## config.mk

```make
export PLATFORM = sky130hd
export DESIGN_NAME = ram_stream_reader_flat
export DESIGN_NICKNAME = d
export VERILOG_FILES = /design/src/rtl/ram_stream_reader_pkg.sv /design/src/rtl/ram_stream_reader_if.sv /design/src/rtl/sync_fifo_fwft.sv /design/src/rtl/ram_stream_reader.sv /design/src/flat_wrapper.sv
export SDC_FILE = /design/constraint.sdc
export NUM_CORES = 1
export LEC_CHECK = 0
export ABC_AREA = 1
export BUFFER_PORTS_ARGS = -buffer_cell sky130_fd_sc_hd__buf_2
export CORE_ASPECT_RATIO = 0.9
export CORE_UTILIZATION = 50
export DETAILED_ROUTE_END_ITERATION = 8
export GPL_TIMING_DRIVEN = 0
export PLACE_DENSITY = 0.82
export SYNTH_ARGS = -nofsm -noshare
export SYNTH_HDL_FRONTEND = slang
export SYNTH_SLANG_ARGS = --single-unit
```

## constraint.sdc

```tcl
create_clock -name clk_i -period 1.8 [get_ports clk_i]
set_input_delay 0.27 -clock clk_i [delete_from_list [all_inputs] [get_ports clk_i]]
set_output_delay 0.27 -clock clk_i [all_outputs]
set_load 0.01 [all_outputs]
```

## src/rtl/ram_stream_reader_pkg.sv

```systemverilog
// Shared types and parameter checks for ram_stream_reader.
package ram_stream_reader_pkg;

    typedef enum logic [1:0] {
        IDLE  = 2'd0,
        READ  = 2'd1,
        DRAIN = 2'd2,
        DONE  = 2'd3
    } state_t;

    localparam int ENTRY_DATA_WIDTH = 8;

    typedef struct packed {
        logic                        tlast;
        logic [ENTRY_DATA_WIDTH-1:0] data;
    } fifo_entry_t;

    function automatic bit rd_latency_legal(input int latency);
        return (latency == 1) || (latency == 2);
    endfunction

    // Depth must be a power of two with room for every in-flight read plus a beat.
    function automatic bit fifo_depth_legal(input int depth, input int latency);
        return (depth >= latency + 2) && ((depth & (depth - 1)) == 0);
    endfunction

endpackage

```

## src/rtl/ram_stream_reader_if.sv

```systemverilog
// AXI4-Stream style master/slave channel used by ram_stream_reader.
interface ram_stream_reader_if #(
    parameter int DATA_WIDTH = 8
);
    logic [DATA_WIDTH-1:0] tdata;
    logic                  tvalid;
    logic                  tready;
    logic                  tlast;

    modport master (output tdata, output tvalid, output tlast, input tready);
    modport slave  (input tdata, input tvalid, input tlast, output tready);
endinterface

```

## src/rtl/sync_fifo_fwft.sv

```systemverilog
// Single-clock first-word-fall-through FIFO; head entry is visible whenever empty_o is low.
module sync_fifo_fwft #(
    parameter int WIDTH = 9,
    parameter int DEPTH = 4,
    localparam int PTR_W = $clog2(DEPTH),
    localparam int CNT_W = PTR_W + 1
) (
    input  logic             clk_i,
    input  logic             rst_i,
    input  logic             push_i,
    input  logic [WIDTH-1:0] push_data_i,
    input  logic             pop_i,
    output logic [WIDTH-1:0] pop_data_o,
    output logic             full_o,
    output logic             empty_o,
    output logic [CNT_W-1:0] count_o
);
    logic [WIDTH-1:0] mem_r [DEPTH];
    logic [PTR_W-1:0] wr_ptr_r;
    logic [PTR_W-1:0] rd_ptr_r;
    logic [CNT_W-1:0] count_r;
    logic             push_ok_s;
    logic             pop_ok_s;

    assign full_o     = (count_r == CNT_W'(DEPTH));
    assign empty_o    = (count_r == {CNT_W{1'b0}});
    assign count_o    = count_r;
    assign pop_data_o = mem_r[rd_ptr_r];
    // A push into a full FIFO is accepted only when the head leaves in the same cycle.
    assign push_ok_s  = push_i & (~full_o | pop_i);
    assign pop_ok_s   = pop_i & ~empty_o;

    // Storage, pointers and occupancy.
    always_ff @(posedge clk_i) begin
        if (rst_i) begin
            for (int i = 0; i < DEPTH; i++) begin
                mem_r[i] <= {WIDTH{1'b0}};
            end
            wr_ptr_r <= {PTR_W{1'b0}};
            rd_ptr_r <= {PTR_W{1'b0}};
            count_r  <= {CNT_W{1'b0}};
        end else begin
            if (push_ok_s) begin
                mem_r[wr_ptr_r] <= push_data_i;
                wr_ptr_r        <= wr_ptr_r + PTR_W'(1'b1);
            end
            if (pop_ok_s) begin
                rd_ptr_r <= rd_ptr_r + PTR_W'(1'b1);
            end
            case ({push_ok_s, pop_ok_s})
                2'b10:   count_r <= count_r + CNT_W'(1'b1);
                2'b01:   count_r <= count_r - CNT_W'(1'b1);
                default: count_r <= count_r;
            endcase
        end
    end
endmodule

```

## src/rtl/ram_stream_reader.sv

```systemverilog
// Streams a block of RAM words out over an AXI4-Stream style master with credit-limited prefetch.
// Optional checker enabled by defining RAM_STREAM_READER_ERR_CHECK_EN.
module ram_stream_reader
    import ram_stream_reader_pkg::*;
#(
    parameter int DATA_WIDTH = ENTRY_DATA_WIDTH,
    parameter int ADDR_WIDTH = 8,
    parameter int RD_LATENCY = 2,
    parameter int FIFO_DEPTH = 4
) (
    input  logic                  clk_i,
    input  logic                  rst_i,
    input  logic                  start_i,
    input  logic [ADDR_WIDTH-1:0] start_addr_i,
    input  logic [ADDR_WIDTH:0]   length_i,
    output logic                  busy_o,
    output logic                  done_o,
    output logic                  err_o,
    output logic                  rd_en_o,
    output logic [ADDR_WIDTH-1:0] rd_addr_o,
    input  logic [DATA_WIDTH-1:0] rd_data_i,
    input  logic                  rd_data_valid_i,
    ram_stream_reader_if.master   m_axis
);
    localparam int CNT_W = $clog2(FIFO_DEPTH) + 1;
    localparam int SUM_W = CNT_W + 1;
    localparam logic [ADDR_WIDTH-1:0] ADDR_ONE = ADDR_WIDTH'(1'b1);
    localparam logic [ADDR_WIDTH:0]   LEN_ONE  = (ADDR_WIDTH + 1)'(1'b1);

    if (!rd_latency_legal(RD_LATENCY)) begin : g_bad_latency
        $error("ram_stream_reader: RD_LATENCY must be 1 or 2");
    end
    if (!fifo_depth_legal(FIFO_DEPTH, RD_LATENCY)) begin : g_bad_depth
        $error("ram_stream_reader: FIFO_DEPTH must be a power of two >= RD_LATENCY+2");
    end
    if (DATA_WIDTH != ENTRY_DATA_WIDTH) begin : g_bad_width
        $error("ram_stream_reader: DATA_WIDTH must match the FIFO entry data width");
    end

    state_t                 state_r, state_s;
    logic [ADDR_WIDTH-1:0]  addr_r;
    logic [ADDR_WIDTH:0]    remaining_r;
    logic                   real_prev_r;
    logic [RD_LATENCY-1:0]  tag_r;
    logic [RD_LATENCY-1:0]  last_tag_r;
    logic                   busy_r;
    logic                   done_r;
    logic                   issue_s;
    logic                   dummy_s;
    logic                   credit_s;
    logic [SUM_W-1:0]       outstanding_s;
    logic [CNT_W-1:0]       fifo_count_s;
    logic                   fifo_full_s;
    logic                   fifo_empty_s;
    logic                   push_s;
    logic                   pop_s;
    fifo_entry_t            push_entry_s;
    fifo_entry_t            pop_entry_s;

    // Reads issued but not yet captured, one per set tag bit.
    always_comb begin
        outstanding_s = {SUM_W{1'b0}};
        for (int i = 0; i < RD_LATENCY; i++) begin
            outstanding_s = outstanding_s + SUM_W'(tag_r[i]);
        end
    end

    assign credit_s = (SUM_W'(fifo_count_s) + outstanding_s) < SUM_W'(FIFO_DEPTH);

    // Next-state and read-issue decode.
    always_comb begin
        state_s = state_r;
        issue_s = 1'b0;
        case (state_r)
            IDLE: begin
                if (start_i) begin
                    if (length_i != {(ADDR_WIDTH + 1){1'b0}}) begin
                        state_s = READ;
                    end else begin
                        state_s = DONE;
                    end
                end else begin
                    state_s = IDLE;
                end
            end
            READ: begin
                if (credit_s) begin
                    issue_s = 1'b1;
                    if (remaining_r == LEN_ONE) begin
                        state_s = DRAIN;
                    end else begin
                        state_s = READ;
                    end
                end else begin
                    state_s = READ;
                end
            end
            DRAIN: begin
                if (pop_s && pop_entry_s.tlast) begin
                    state_s = DONE;
                end else begin
                    state_s = DRAIN;
                end
            end
            DONE:    state_s = IDLE;
            default: state_s = IDLE;
        endcase
    end

    // A registered RAM only advances its output stage while rd_en is high, so a
    // real read must always be followed by one more enabled cycle.
    always_comb begin
        if (RD_LATENCY == 2) begin
            dummy_s = real_prev_r & ~issue_s;
        end else begin
            dummy_s = 1'b0;
        end
    end

    assign rd_en_o   = issue_s | dummy_s;
    assign rd_addr_o = dummy_s ? (addr_r - ADDR_ONE) : addr_r;

    // Control state, address and word counters, status outputs.
    always_ff @(posedge clk_i) begin
        if (rst_i) begin
            state_r     <= IDLE;
            addr_r      <= {ADDR_WIDTH{1'b0}};
            remaining_r <= {(ADDR_WIDTH + 1){1'b0}};
            real_prev_r <= 1'b0;
            busy_r      <= 1'b0;
            done_r      <= 1'b0;
        end else begin
            state_r     <= state_s;
            real_prev_r <= issue_s;
            busy_r      <= (state_s != IDLE);
            done_r      <= (state_s == DONE);
            if (state_r == IDLE && start_i) begin
                addr_r      <= start_addr_i;
                remaining_r <= length_i;
            end else if (issue_s) begin
                addr_r      <= addr_r + ADDR_ONE;
                remaining_r <= remaining_r - LEN_ONE;
            end
        end
    end

    // Tag pipeline aligned with the RAM latency; the last flag travels with it.
    always_ff @(posedge clk_i) begin
        if (rst_i) begin
            tag_r      <= {RD_LATENCY{1'b0}};
            last_tag_r <= {RD_LATENCY{1'b0}};
        end else begin
            tag_r[0]      <= issue_s;
            last_tag_r[0] <= issue_s & (remaining_r == LEN_ONE);
            for (int i = 1; i < RD_LATENCY; i++) begin
                tag_r[i]      <= tag_r[i-1];
                last_tag_r[i] <= last_tag_r[i-1];
            end
        end
    end

    assign push_s       = tag_r[RD_LATENCY-1];
    assign push_entry_s = {last_tag_r[RD_LATENCY-1], rd_data_i};
    assign pop_s        = ~fifo_empty_s & m_axis.tready;

    sync_fifo_fwft #(
        .WIDTH ($bits(fifo_entry_t)),
        .DEPTH (FIFO_DEPTH)
    ) u_fifo (
        .clk_i       (clk_i),
        .rst_i       (rst_i),
        .push_i      (push_s),
        .push_data_i (push_entry_s),
        .pop_i       (pop_s),
        .pop_data_o  (pop_entry_s),
        .full_o      (fifo_full_s),
        .empty_o     (fifo_empty_s),
        .count_o     (fifo_count_s)
    );

    assign m_axis.tdata  = pop_entry_s.data;
    assign m_axis.tvalid = ~fifo_empty_s;
    assign m_axis.tlast  = pop_entry_s.tlast;
    assign busy_o        = busy_r;
    assign done_o        = done_r;

`ifdef RAM_STREAM_READER_ERR_CHECK_EN
    logic [RD_LATENCY-1:0] dummy_tag_r;
    logic                  err_r;
    logic                  valid_exp_s;

    assign valid_exp_s = tag_r[RD_LATENCY-1] | dummy_tag_r[RD_LATENCY-1];

    // Sticky flag for unexpected RAM valid timing or FIFO overflow.
    always_ff @(posedge clk_i) begin
        if (rst_i) begin
            dummy_tag_r <= {RD_LATENCY{1'b0}};
            err_r       <= 1'b0;
        end else begin
            dummy_tag_r[0] <= dummy_s;
            for (int i = 1; i < RD_LATENCY; i++) begin
                dummy_tag_r[i] <= dummy_tag_r[i-1];
            end
            if ((rd_data_valid_i != valid_exp_s) || (push_s && fifo_full_s && !pop_s)) begin
                err_r <= 1'b1;
            end else begin
                err_r <= err_r;
            end
        end
    end

    assign err_o = err_r;
`else
    logic unused_err_s;
    assign unused_err_s = rd_data_valid_i ^ fifo_full_s;
    assign err_o        = 1'b0;
`endif

endmodule

```

## src/flat_wrapper.sv

```systemverilog
// flat-port wrapper written by rule: the top's interface ports become plain ports
module ram_stream_reader_flat import ram_stream_reader_pkg::*;
#(
    parameter int DATA_WIDTH = ENTRY_DATA_WIDTH,
    parameter int ADDR_WIDTH = 8,
    parameter int RD_LATENCY = 2,
    parameter int FIFO_DEPTH = 4
)
  (clk_i, rst_i, start_i, start_addr_i, length_i, busy_o, done_o, err_o, rd_en_o, rd_addr_o, rd_data_i, rd_data_valid_i, m_axis_tdata, m_axis_tvalid, m_axis_tlast, m_axis_tready);
  ram_stream_reader_if #(.DATA_WIDTH(DATA_WIDTH)) m_axis_i ();
  input  logic clk_i;
  input  logic rst_i;
  input  logic start_i;
  input  logic [ADDR_WIDTH-1:0] start_addr_i;
  input  logic [ADDR_WIDTH:0] length_i;
  output logic busy_o;
  output logic done_o;
  output logic err_o;
  output logic rd_en_o;
  output logic [ADDR_WIDTH-1:0] rd_addr_o;
  input  logic [DATA_WIDTH-1:0] rd_data_i;
  input  logic rd_data_valid_i;
  output wire logic [$bits(m_axis_i.tdata)-1:0] m_axis_tdata;
  output wire logic [$bits(m_axis_i.tvalid)-1:0] m_axis_tvalid;
  output wire logic [$bits(m_axis_i.tlast)-1:0] m_axis_tlast;
  input wire logic [$bits(m_axis_i.tready)-1:0] m_axis_tready;
  assign m_axis_tdata = m_axis_i.tdata;
  assign m_axis_tvalid = m_axis_i.tvalid;
  assign m_axis_tlast = m_axis_i.tlast;
  assign m_axis_i.tready = m_axis_tready;
  ram_stream_reader #(.DATA_WIDTH(DATA_WIDTH), .ADDR_WIDTH(ADDR_WIDTH), .RD_LATENCY(RD_LATENCY), .FIFO_DEPTH(FIFO_DEPTH)) u_core (.clk_i(clk_i), .rst_i(rst_i), .start_i(start_i), .start_addr_i(start_addr_i), .length_i(length_i), .busy_o(busy_o), .done_o(done_o), .err_o(err_o), .rd_en_o(rd_en_o), .rd_addr_o(rd_addr_o), .rd_data_i(rd_data_i), .rd_data_valid_i(rd_data_valid_i), .m_axis(m_axis_i));
endmodule
```

---- Yosys cells after proc, flatten, opt, wreduce, memory -nomap -nowiden ----
Memory sizes are Yosys's and may differ from the RTL's. A register that Yosys moved wholly into a read port is not among the register bits.
Index checks and enable logic that the tools add are counted.
cells by class
  $add $sub $neg .......................... 9
  magnitude comparators ................... 1
  equal/unequal tests ..................... 8
  mux-type cells .......................... 24
  bitwise gates (word level) .............. 10
  reductions and logical operators ........ 9
operators with widths
  cell                   number
  $mux W9                3
  $mux W8                3
  $mux W2                7
  $eq A9 B1 Y1 const B   1
  $mux W1                9
  $reduce_bool A9 Y1     1
  $reduce_or A9 Y1       1
  $sub A9 B1 Y9 const B  1
  $add A8 B1 Y8 const B  1
  $eq A2 B2 Y1 const B   4
  $pmux W2 S4            1
  $sub A8 B1 Y8 const B  1
  $pmux W3 S2            1
  $reduce_bool A2 Y1     3
  $and A1 B1 Y1          5
  $add A2 B1 Y2 const B  2
  $add A3 B4 Y4          1
  $eq A2 B1 Y1 const B   2
  $lt A4 B3 Y1 const B   1
  $add A3 B1 Y3 const B  1
  $eq A3 B3 Y1 const B   1
  $logic_not A3 Y1       1
  $not A1 Y1             3
  $sub A3 B1 Y3 const B  1
  other kinds (4)        6
word-level totals
  bits in registers ....................... 33
  RAM bits ................................ 36
  word-level logic and storage cells ...... 73
  memories kept ........................... 1
memory list
  memory               depth  bits a word  rd ports  clocked after memory_dff  wr ports  RTL line              RTL
  u_core.u_fifo.mem_r  4      9            1         1                         4         sync_fifo_fwft.sv:18  logic [WIDTH-1:0] mem_r [DEPTH];

---- Longest topological paths before layout ----
Gate-level depths: netlist (run 1).
  depth after elaboration ................. 10
  depth in mapped cells ................... 10
  gate-level depth less buffers ........... 10

---- Modules after synthesis ----
A second synthesis (run 1) with hierarchy kept.
unflattened totals
  cells, all modules ...................... 479
  area, all modules ....................... 3683.5 um^2
by module, submodules not included
  module             instances  cells an instance  area each (um^2)
  sync_fifo_fwft     1          204                2009.4
  ram_stream_reader  1          275                1674.1

---- Least setup slack after synthesis (run 1) ----
OpenSTA, ideal clock, no wires.
  path kind ............................... reg-to-reg
  from .................................... register u_core.u_fifo.count_r[0], in the netlist u_core.u_fifo.count_o[0]
  to ...................................... register u_core.u_fifo.count_r[2], in the netlist u_core.u_fifo.count_o[2]
  arrival ................................. 1.744 ns
  slack ................................... -0.066 ns
  cell stages (with the launch flop) ...... 10
  buffers on the path ..................... 0
  period minus slack after synthesis ...... 1.866 ns
  cell sequence ........................... dfxtp_1 -> nor2_1 -> a21oi_1 -> ha_1 -> inv_1 -> fa_1 -> a21oi_1 -> o21ai_0 -> o21ai_0 -> a21oi_1
on the way
  elaborated cells between the ends (all ways) .. 14
RTL lines
  what                                                      RTL line                                        RTL
  from (decl)                                               sync_fifo_fwft.sv:21                            logic [CNT_W-1:0] count_r;
  from (signal assigned)                                    sync_fifo_fwft.sv:41                            count_r <= {CNT_W{1'b0}};
  from (signal assigned)                                    sync_fifo_fwft.sv:51                            2'b10: count_r <= count_r + CNT_W'(1'b1);
  from (signal assigned)                                    sync_fifo_fwft.sv:52                            2'b01: count_r <= count_r - CNT_W'(1'b1);
  $logic_not A3 Y1 *                                        sync_fifo_fwft.sv:26                            assign empty_o = (count_r == {CNT_W{1'b0}});
  $not A1 Y1 *                                              sync_fifo_fwft.sv:31, ram_stream_reader.sv:164
  $and A1 B1 Y1                                             ram_stream_reader.sv:164                        assign pop_s = ~fifo_empty_s & m_axis.tready;
  $and A1 B1 Y1 *                                           sync_fifo_fwft.sv:31                            assign pop_ok_s = pop_i & ~empty_o;
  named net u_core.u_fifo.pop_ok_s                          sync_fifo_fwft.sv:23                            logic pop_ok_s;
  $eq A2 B1 Y1 / $eq A2 B2 Y1 (equally long branches)       sync_fifo_fwft.sv:50                            case ({push_ok_s, pop_ok_s})
  $pmux W3 S2 / $reduce_bool A2 Y1 (equally long branches)  n/a
Mark *: on every way through the listed nets, which the timed path passes. The rest lies on a longest branch.
A chain may end at the register's enable or synchronous reset.

---- Worst setup path in the final report (run 1) ----
  from .................................... register u_core.tag_r[1]
  to ...................................... output port rd_addr_o[3]
on the way
  word-level cells in the longest chain between the ends .. 8
ends and longest elaborated chain
  what                               RTL line                  RTL
  from (decl)                        ram_stream_reader.sv:44   logic [RD_LATENCY-1:0] tag_r;
  from (signal assigned)             ram_stream_reader.sv:150  tag_r <= {RD_LATENCY{1'b0}};
  from (signal, indexed assignment)  ram_stream_reader.sv:156  tag_r[i] <= tag_r[i-1];
  $add A1 B1 Y2                      ram_stream_reader.sv:64   outstanding_s = outstanding_s + SUM_W'(tag_r[i]);
  $add A3 B4 Y4                      ram_stream_reader.sv:68   assign credit_s = (SUM_W'(fifo_count_s) + outstanding_s) < SUM_W'(FIFO_DEPTH);
  $lt A4 B3 Y1                       ram_stream_reader.sv:68
  $mux W1                            ram_stream_reader.sv:87   if (credit_s) begin
  $mux W1                            ram_stream_reader.sv:74   case (state_r)
  $not A1 Y1                         ram_stream_reader.sv:114  dummy_s = real_prev_r & ~issue_s;
  $and A1 B1 Y1                      ram_stream_reader.sv:114
  $mux W8                            ram_stream_reader.sv:121  assign rd_addr_o = dummy_s ? (addr_r - ADDR_ONE) : addr_r;
  to (decl)                          flat_wrapper.sv:20        output logic [ADDR_WIDTH-1:0] rd_addr_o;
Every way passes these cells.

==> out/results.tsv, run 1 <==
metric	value	unit
synth_nets	494	
wl_met2	4.85	mm
cts_tree	done	
gp_congestion	0.865	
maxCapViolations	0	
worstSetupStartpoint	u_core.tag_r[1]$_SDFF_PP0_	
dp_hpwl	5.70	mm
drv_slew	0	
routed.top_layer	met4	
finalHoldViolCount	0	
crit_family	adder cells	
p_per_area	1080	nW/um2
antenna_found_initial	0	
stdcell_area	4710	um2
rows	28	
ir_drop	562	uV
multi_input_area	1730	um2
clock-sinks	70	
slowest_delay	340	ps
grtUsageTotal	0.246	
rrSetupSlack	-140	ps
synth_seq_cells	70	
netlist_top_cells_count	nand2_1, nor2_1, inv_1	
crit_path_start_kind	flip-flop	
path_max_fanout	5	
synth.most_common_cell	nand2_1	
yosysUniqueCellTypes	34	
ys.flop_type	edfxtp_1	
cts-buffers-inserted	9	
syn_inst	456	
cp_num_buf_inv	2	
critPathKind	reg -> out	
min_period	2100	ps
crit_end	rd_addr_o[3]	
synth_area_leaders	edfxtp_1, dfxtp_1, nand2_1	
vias_per_cell	5.35	
cp_slowest_cell	dfxtp_2	
setup_violations	20	
postRouteAntennaNets	0	
fin_crit_sh	1.17	
post-route-drc-count	0	
dp.cells	594	
grt_pass1_wl	14.1	mm
syn_area	3570	um2
vias	3398	
dieHeight	82.1	um
wl_met1	3.90	mm
setup_slack	-297	ps
fin_skew	8.87	ps
dr_wl_met3	659	um
rr_worst_depth	12	
nets	578	
timing.hold.ws	216	ps
timing.slew.headroom	0.586	
htreeDepth	3	
drive_gt1_frac	0.292	
grt_remaining_overflow	0	
drt_pass1_iterations	5	
ios	52	
seq_area_frac_synth	0.494	
rsz0062_at_grt	true	
worstHoldStart	start_addr_i[4]	
post_dp_cell_area	3930	um2
worstPathArrival	1830	ps
required	1530	ps
die-area	7480	um2
yosys_warnings	0	
clock_path_buffers	2	
worst-path-stages	9	
areaGrowthSynthToFinish	32.1	%
min_path_type	in -> reg	
leakage	0.00209	uW
crit_path_cell_trace	ha_4 -> ha_4 -> nand3_4 -> nand3_4 -> nand2_4 -> inv_4 -> nand3_2 -> xor2_1 -> buf_2	
postSynth.asyncResetShare	0	
diodes	0	
status	finished, violations left	
yosys.area.top_type	edfxtp_1	
die_x	91.0	um
io_buffers	48	
final_cells	635	
cts_root_buf	clkbuf_8	
clk_latency	350	ps
synth_edf_count	36	
wl	9.51	mm
core_area	6730	um2
r2r_end	u_core.remaining_r[2]$_SDFFE_PP0P_	
worstMarginPinSlew	621	ps
grt_max_degree	15	
seqCellArea	1780	um2
start_util	0.530	
drt_iter0_markers	285	
nFillCells	502	
regToRegStartpoint	u_core.tag_r[1]$_SDFF_PP0_	
wl_per_cell	15.0	um
critPathCaptureType	primary output	
grt_pass1_vias	3089	
clk_pin_slew	80	ps
finalPower	5090	uW
synth_top_area_share	0.303	
violations	setup timing	
avgSynthCellArea	7.82	um2
fmax	477	MHz
-- layer usage --
layer,GRT usage,up-vias
li1,-,1645
met1,0.291,1584
met2,0.448,158
met3,0.0586,11
met4,0.0841,0
met5,0,-
-- through the flow --
stage / utilization / setup WS, ps / TNS, ps
2_1_floorplan: - / -0.802 / -0.802
3_3_place_gp: 0.584 / -522 / -11260
3_5_place_dp: 0.584 / -468 / -11650
4_1_cts: 0.656 / -288 / -2370
5_1_grt: 0.701 / -360 / -4890
6_report: 0.701 / -297 / -3150
-- final cells by class --
cell class              instances  share of cell area
plain buffers                  11              0.0188
repair inverters                1             0.00186
inverters                      67              0.0587
multi-input cells             307               0.367
repair buffers                 73               0.104
clock buffers                   9              0.0263
flip-flops and latches         70               0.377
well taps                      90              0.0239
clock inverters                 7              0.0220
-- layout by cell type (no fill, tap or decap), types with 3 or more instances in the layout --
cell / Yosys / layout
inv_4: 0 / 3
buf_6: 1 / 5
nand3_4: 1 / 4
nand2_4: 0 / 4
clkbuf_8: 0 / 9
nor2_4: 2 / 5
dfxtp_4: 0 / 3
dfxtp_1: 34 / 28
inv_1: 60 / 56
ha_1: 7 / 4
xor2_1: 7 / 7
nand2_1: 92 / 87
o22ai_1: 8 / 7
buf_2: 7 / 52
inv_6: 0 / 5
nand3_2: 2 / 4
buf_4: 1 / 20
nor2_1: 77 / 74
ha_4: 0 / 3
a21oi_1: 24 / 17
o21ai_2: 0 / 4
clkinv_1: 3 / 3
buf_12: 0 / 4
inv_2: 4 / 3
nand2_2: 3 / 4
a21oi_2: 0 / 6
edfxtp_1: 36 / 36
o21ai_1: 0 / 7
o21ai_0: 41 / 28
dfxtp_2: 0 / 3
nand3_1: 28 / 23
-- registers in the layout, summed over array words and instances (netlist names), named ones only --
signal	cells
u_core.u_fifo.mem_r	36
u_core.remaining_r	9
u_core.addr_r	8
u_core.u_fifo.count_o	3
u_core.last_tag_r	2
u_core.state_r	2
u_core.tag_r	2
u_core.u_fifo.rd_ptr_r	2
u_core.u_fifo.wr_ptr_r	2
u_core.busy_o	1
u_core.done_o	1
-- cell families after synthesis --
logic type                 count (synthesis)  synth area share
buffers and inverters                     79            0.0887
AOI/OAI and AO/OA                         79             0.118
DFF                                       70             0.494
adders and majority gates                  8            0.0302
and+or+nand+nor                          212             0.251
xor gates and xnor gates                   7            0.0172
other                                      1           0.00105
-- tightest hold or removal path: cells and delay by family --
family,cells,cell delay [ps]
buffers and inverters,2,120
and+or+nand+nor,3,150
-- how the worst min path moves through the flow --
stage                                              end  cells after the start
CTS                      u_core.addr_r[3]$_SDFFE_PP0P_                      5
floorplan              u_core.last_tag_r[1]$_SDFF_PP0_                      2
global placement       u_core.last_tag_r[1]$_SDFF_PP0_                      2
finish                   u_core.addr_r[4]$_SDFFE_PP0P_                      5
detailed placement     u_core.last_tag_r[1]$_SDFF_PP0_                      2
global route        u_core.remaining_r[0]$_SDFFE_PP0P_                      3
-- what timing repair did --
action,CTS,global route
gates cloned,0,1
resized for setup,57,41
pin swaps,12,19
hold buffers,0,0
buffers inserted,10,16
hold endpoints to repair,0,0
endpoints found under the setup margin,56,54
-- power breakdown --
part	switching [uW]	total, uW	leakage, uW	internal [uW]
logic	974	1690	0.00132	716
clock network	649	1450	0.000115	799
registers	132	1950	0.000654	1820
total	1760	5090	0.00209	3340
No activity file was read; power rests on OpenSTA's default activity.
==> run 2: changes to the inputs <==
--- a/config.mk
+++ b/config.mk
@@ -11,6 +11,7 @@
 export CORE_UTILIZATION = 50
 export DETAILED_ROUTE_END_ITERATION = 8
 export GPL_TIMING_DRIVEN = 0
+export MAX_ROUTING_LAYER = met4
 export PLACE_DENSITY = 0.82
 export SYNTH_ARGS = -nofsm -noshare
 export SYNTH_HDL_FRONTEND = slang
==> run 2 against run 1 <==
The run still ends with setup timing left. Sequential cell count unchanged. Die area stayed put. Global-route usage is 0.79 points higher. Largest cell class unchanged.
==> out/results.tsv, run 2 (synthesized netlist as in run 1, its figures left out) <==
metric	value	unit	change
cts-buffers-inserted	9		unchanged
dp.cells	594		unchanged
grt-busiest-layer	met2		
p_sw	1740	uW	-0.72%
holdPathEnd	u_core.addr_r[4]$_SDFFE_PP0P_		
postRouteAntennaNets	0		unchanged
drv_slew	0		unchanged
drt_iter0_markers	230		-19%
wl_per_cell	14.9	um	-0.38%
cts_tree	done		
dp_hpwl	5.70	mm	unchanged
min_path_type	in -> reg		
vias	3396		-0.059%
leakage	0.00207	uW	-0.68%
maxCapViolations	0		unchanged
grt_pass1_vias	3098		+0.29%
gp_congestion	0.879		+1.6%
regToRegStartpoint	u_core.tag_r[1]$_SDFF_PP0_		
ir_drop	565	uV	+0.51%
diodes	0		unchanged
power_frac_clock	0.287		+0.002
rr_worst_depth	12		unchanged
finish.utilization	0.697		-0.00372
grtUsageMet1	0.293		+0.00234
r2r_end	u_core.remaining_r[2]$_SDFFE_PP0P_		
clk_pin_slew	80	ps	about the same
areaGrowthSynthToFinish	31.4	%	
finalHoldViolCount	0		unchanged
p_int	3310	uW	-0.91%
start_util	0.530		unchanged
antenna_found_initial	0		unchanged
drive_gt1_frac	0.286		-0.00577
final_common_cell	nand2_1		
clock-sinks	70		unchanged
timing.slew.headroom	0.576		-0.0102
worstSetupStartpoint	u_core.tag_r[1]$_SDFF_PP0_		
worstHoldStart	start_addr_i[4]		
clock_path_buffers	2		unchanged
fin_skew	9.86	ps	+0.984 ps
mostFrequentLayoutCells	nand2_1, nor2_1, inv_1		
worstMarginPinSlew	637	ps	+15.3 ps
fin_crit_sh	1.17		+0.00121
setup_violations	29		+45%
ios	52		unchanged
violations	setup timing		
regMostFlops	u_core.u_fifo.mem_r		
min_period	2100	ps	+2.17 ps
nets	575		-0.52%
grt_remaining_overflow	0		unchanged
die-area	7480	um2	unchanged
htreeDepth	3		unchanged
drt_pass1_iterations	5		unchanged
largest_reg_flops	36		unchanged
final_cells	632		-0.47%
critPathKind	reg -> out		
wl	9.43	mm	-0.85%
global_route.usage.met3	0.0586		unchanged
worstPathArrival	1830	ps	about the same
power_frac_comb	0.327		-0.005
clk_latency	350	ps	about the same
rows	28		unchanged
path_max_fanout	5		unchanged
vias_per_cell	5.37		+0.42%
status	finished, violations left		
io_buffers	48		unchanged
die_x	91.0	um	unchanged
rsz0062_at_grt	true		
holdPathStages	5		unchanged
post-route-drc-count	0		unchanged
fmax	476	MHz	-0.10%
required	1530	ps	about the same
swShare	0.345		+0.000443
grt_max_degree	15		unchanged
grt_pass1_wl	14.1	mm	+0.24%
p_per_area	1080	nW/um2	-0.32%
core_area	6730	um2	unchanged
rrSetupSlack	-140	ps	about the same
seqPwrFrac	0.386		+0.002
reg_top3	u_core.u_fifo.mem_r (36), u_core.remaining_r (9), u_core.addr_r (8)		
grtUsageTotal	0.254		+0.00789
crit_path_start_kind	flip-flop		
met2_usage	0.447		-0.00152
dieHeight	82.1	um	unchanged
cts_root_buf	clkbuf_8		
critPathCaptureType	primary output		
setup_slack	-300	ps	-2.17 ps
[run 2: through the flow]
step / area (um2) / hold WS (ps) / total power, uW / setup TNS, ps / setup slack [ps]
CTS: 4420 / 211 / 4810 / -2370 / -288
global route: 4690 / 228 / 5300 / -5280 / -362
global placement: 3930 / 395 / 3100 / -11260 / -522
finish: 4690 / 214 / 5050 / -3330 / -300
detailed placement: 3930 / 416 / 3160 / -11650 / -468
floorplan: 3570 / 388 / 2770 / -0.802 / -0.802
[run 2: power groups by stage]
stage	clock, uW	sequential [uW]	combinational (uW)
after floorplan	0	1920	855
after global placement	0	1930	1170
after detailed placement	0	1940	1220
after CTS	1450	1940	1420
after global routing	1530	1960	1800
final	1450	1950	1650
[run 2: how the worst max path moves through the flow]
stage	endpoint	depth (start not counted)
floorplan	u_core.u_fifo.count_o[2]$_SDFFE_PP0P_	10
global placement	u_core.u_fifo.mem_r[3][3]$_DFFE_PP_	4
detailed placement	u_core.u_fifo.mem_r[1][3]$_SDFFCE_PN0P_	4
CTS	rd_addr_o[3]	9
global route	rd_addr_o[2]	8
finish	rd_addr_o[3]	9
[run 2: worst max-delay path: stages, from the launching register on]
cell and delay, ps:
dfxtp_2 350, ha_4 160, ha_4 270, nand3_4 80, nand3_4 90, nand2_4 90
inv_4 80, nand3_2 60, xor2_1 150, buf_2 150
[run 2: cell type report]
cell class                      instances  area, um2
Multi-Input combinational cell        307       1730
Fill cell                             505       2040
Inverter                               67        274
Sequential cell                        70       1780
Timing Repair inverter                  1       8.76
Clock inverter                          7        104
Timing Repair Buffer                   70        469
Clock buffer                            9        124
Buffer                                 11       88.8
Tap cell                               90        113
[run 2: routing by layer]
layer	part of all wire	up-vias	wire [um]
li1	-	1642	-
met1	0.41	1589	3840
met2	0.51	152	4840
met3	0.069	13	650
met4	0.012	0	112
met5	0	-	0
[run 2: what timing repair did]
action / in CTS / in global routing
cloned: 0 / 1
setup buffers: 10 / 13
pin swaps: 12 / 19
setup endpoints to repair: 56 / 54
hold buffers: 0 / 0
endpoints found under the hold margin: 0 / 0
gates resized for setup: 57 / 38
==> run 3: changes to the inputs <==
--- a/config.mk
+++ b/config.mk
@@ -12,7 +12,8 @@
 export DETAILED_ROUTE_END_ITERATION = 8
 export GPL_TIMING_DRIVEN = 0
 export MAX_ROUTING_LAYER = met4
-export PLACE_DENSITY = 0.82
+export PLACE_DENSITY = 0.74
 export SYNTH_ARGS = -nofsm -noshare
 export SYNTH_HDL_FRONTEND = slang
+export SYNTH_HIERARCHICAL = 1
 export SYNTH_SLANG_ARGS = --single-unit
==> run 3 against run 2 <==
The flow still finishes with violations (setup timing). Sequential power down 6%. Routed wire length increased by 4.1%. Setup slack improved by 36 ps. Clock skew is essentially flat. First-iteration DRC count is 6.1% higher. Synthesized cell count increased by 4.8%. Utilization is 0.70 points lower. Combinational power down 43%. Maximum frequency increased by 1.7%. Die area is 3.0% higher. Non-clock buffer count up 12. Critical path type unchanged. Largest power group unchanged.
==> out/results.tsv, run 3 <==
metric	value	unit	change
worstPathArrival	1790	ps	-40 ps
areaGrowthSynthToFinish	32.7	%	
timing.hold.ws	203	ps	-11.5 ps
gp_congestion	0.865		-1.6%
wl	9.82	mm	+4.1%
slowest_delay	360	ps	about the same
fin_crit_sh	1.15		-0.0199
grtUsageTotal	0.251		-0.00286
timing.slew.headroom	0.427		-0.149
start_util	0.520		-0.0104
io_buffers	49		+2.1%
dp.cells	621		+4.5%
ctsHoldBuffers	0		unchanged
required	1530	ps	about the same
crit_path_start_kind	flip-flop		
clk_pin_slew	80	ps	about the same
yosys_warnings	6		+6
min_path_type	in -> reg		
syn_area	3680	um2	+3.1%
setup_slack	-264	ps	+35.8 ps
final_cells	668		+5.7%
critPathKind	reg -> out		
status	finished, violations left		
rsz0062_at_grt	true		
die_x	92.4	um	+1.5%
clock_path_buffers	2		unchanged
setup_violations	59		+100%
fmax	485	MHz	+1.7%
drv_slew	0		unchanged
vias_per_cell	5.30		-1.3%
worstMarginPinSlew	860	ps	+224 ps
cts_tree	done		
grt_remaining_overflow	0		unchanged
critPathCaptureType	primary output		
vias	3542		+4.3%
crit_path_cell_trace	ha_4 -> nand2_2 -> nand2_2 -> nand2_2 -> nand3_4 -> nand2_8 -> clkinvlp_4 -> o21ai_2 -> buf_2		
dp_hpwl	5.94	mm	+4.1%
ios	52		unchanged
htreeDepth	3		unchanged
nets	607		+5.6%
grt_pass1_wl	14.7	mm	+3.9%
clock-sinks	70		unchanged
cp_num_buf_inv	2		unchanged
ir_drop	573	uV	+1.4%
clk_latency	350	ps	about the same
path_max_fanout	5		unchanged
violations	setup timing		
mostFrequentLayoutCells	nor2_1, nand2_1, inv_1		
path_common_cell	nand2_2		
grt_max_degree	16		+1
crit_family	simple AND/OR/NAND/NOR gates		
diodes	0		unchanged
min_period	2060	ps	-35.8 ps
post-route-drc-count	0		unchanged
cts_root_buf	clkbuf_8		
grt_pass1_vias	3211		+3.6%
reg_top3	u_core/u_fifo/mem_r (36), u_core/remaining_r (9), u_core/addr_r (8)		
syn_inst	478		+4.8%
p_per_area	816	nW/um2	-24%
core_area	7080	um2	+5.2%
dieHeight	83.4	um	+1.5%
avgSynthCellArea	7.70	um2	-1.6%
antenna_found_initial	0		unchanged
rows	29		+3.6%
maxCapViolations	0		unchanged
regMostFlops	u_core/u_fifo/mem_r		
fin_skew	10.2	ps	+0.366 ps
drt_iter0_markers	244		+6.1%
wl_per_cell	14.7	um	-1.5%
largest_reg_flops	36		unchanged
postRouteAntennaNets	0		unchanged
cp_slowest_cell	dfxtp_4		
drive_gt1_frac	0.327		+0.0410
finalHoldViolCount	0		unchanged
finalPower	3990	uW	-21%
cts-buffers-inserted	9		unchanged
drt_pass1_iterations	5		unchanged
synth_nets	515		+4.3%
die-area	7700	um2	+3.0%
leakage	0.00221	uW	+6.5%
## run 3: area by class of cell
cell class              count  area [um2]
flip-flops and latches     70        1780
well taps                  93         116
inverters                  69         282
repair inverters            2        12.5
repair buffers             78         531
multi-input cells         325        1860
clock buffers               9         124
clock inverters             7        61.3
fillers                   549        2190
plain buffers              15         114
## run 3: worst paths after layout
check	end	slack [ps]	cells after the start	from
worst min register to register	u_core/last_tag_r[1]$_SDFF_PP0_	410	2	u_core/last_tag_r[0]$_SDFF_PP0_
worst min-delay path	u_core/remaining_r[1]$_SDFFE_PP0P_	200	3	length_i[1]
worst max-delay path	rd_addr_o[5]	-260	9	u_core/u_fifo/count_o[0]$_SDFFE_PP0P_
worst max register to register	u_core/u_fifo/count_o[2]$_SDFFE_PP0P_	-260	15	u_core/u_fifo/count_o[0]$_SDFFE_PP0P_
## run 3: report_power, final
part           switching, uW  internal, uW
clock                    678           528
sequential              71.7          1760
combinational            564           380
## run 3: per-stage QoR
step	TNS [ps]	setup slack (ps)	area (um2)	util
floorplan	-4590	-169	3700	-
CTS	-2950	-235	4520	0.639
finish	-4960	-264	4880	0.690
global placement	-22560	-820	4070	0.575
global route	-9300	-345	4880	0.690
detailed placement	-17370	-817	4070	0.576
## run 3: layer usage
metal	share of wire	global-route usage	vias up
li1	-	-	1734
met1	0.40	0.287	1661
met2	0.53	0.436	138
met3	0.068	0.0604	9
met4	0.0075	0.0710	0
met5	0	-	-
## run 3: worst min-delay path: stages
cell	delay [ps]
buf_2	90
a21oi_1	60
a21oi_1	110
## run 3: repair_timing
action,in CTS,in global routing
endpoints found under the setup margin,47,96
pin swaps,7,32
gates cloned,1,4
buffers inserted,16,10
resized for setup,44,83
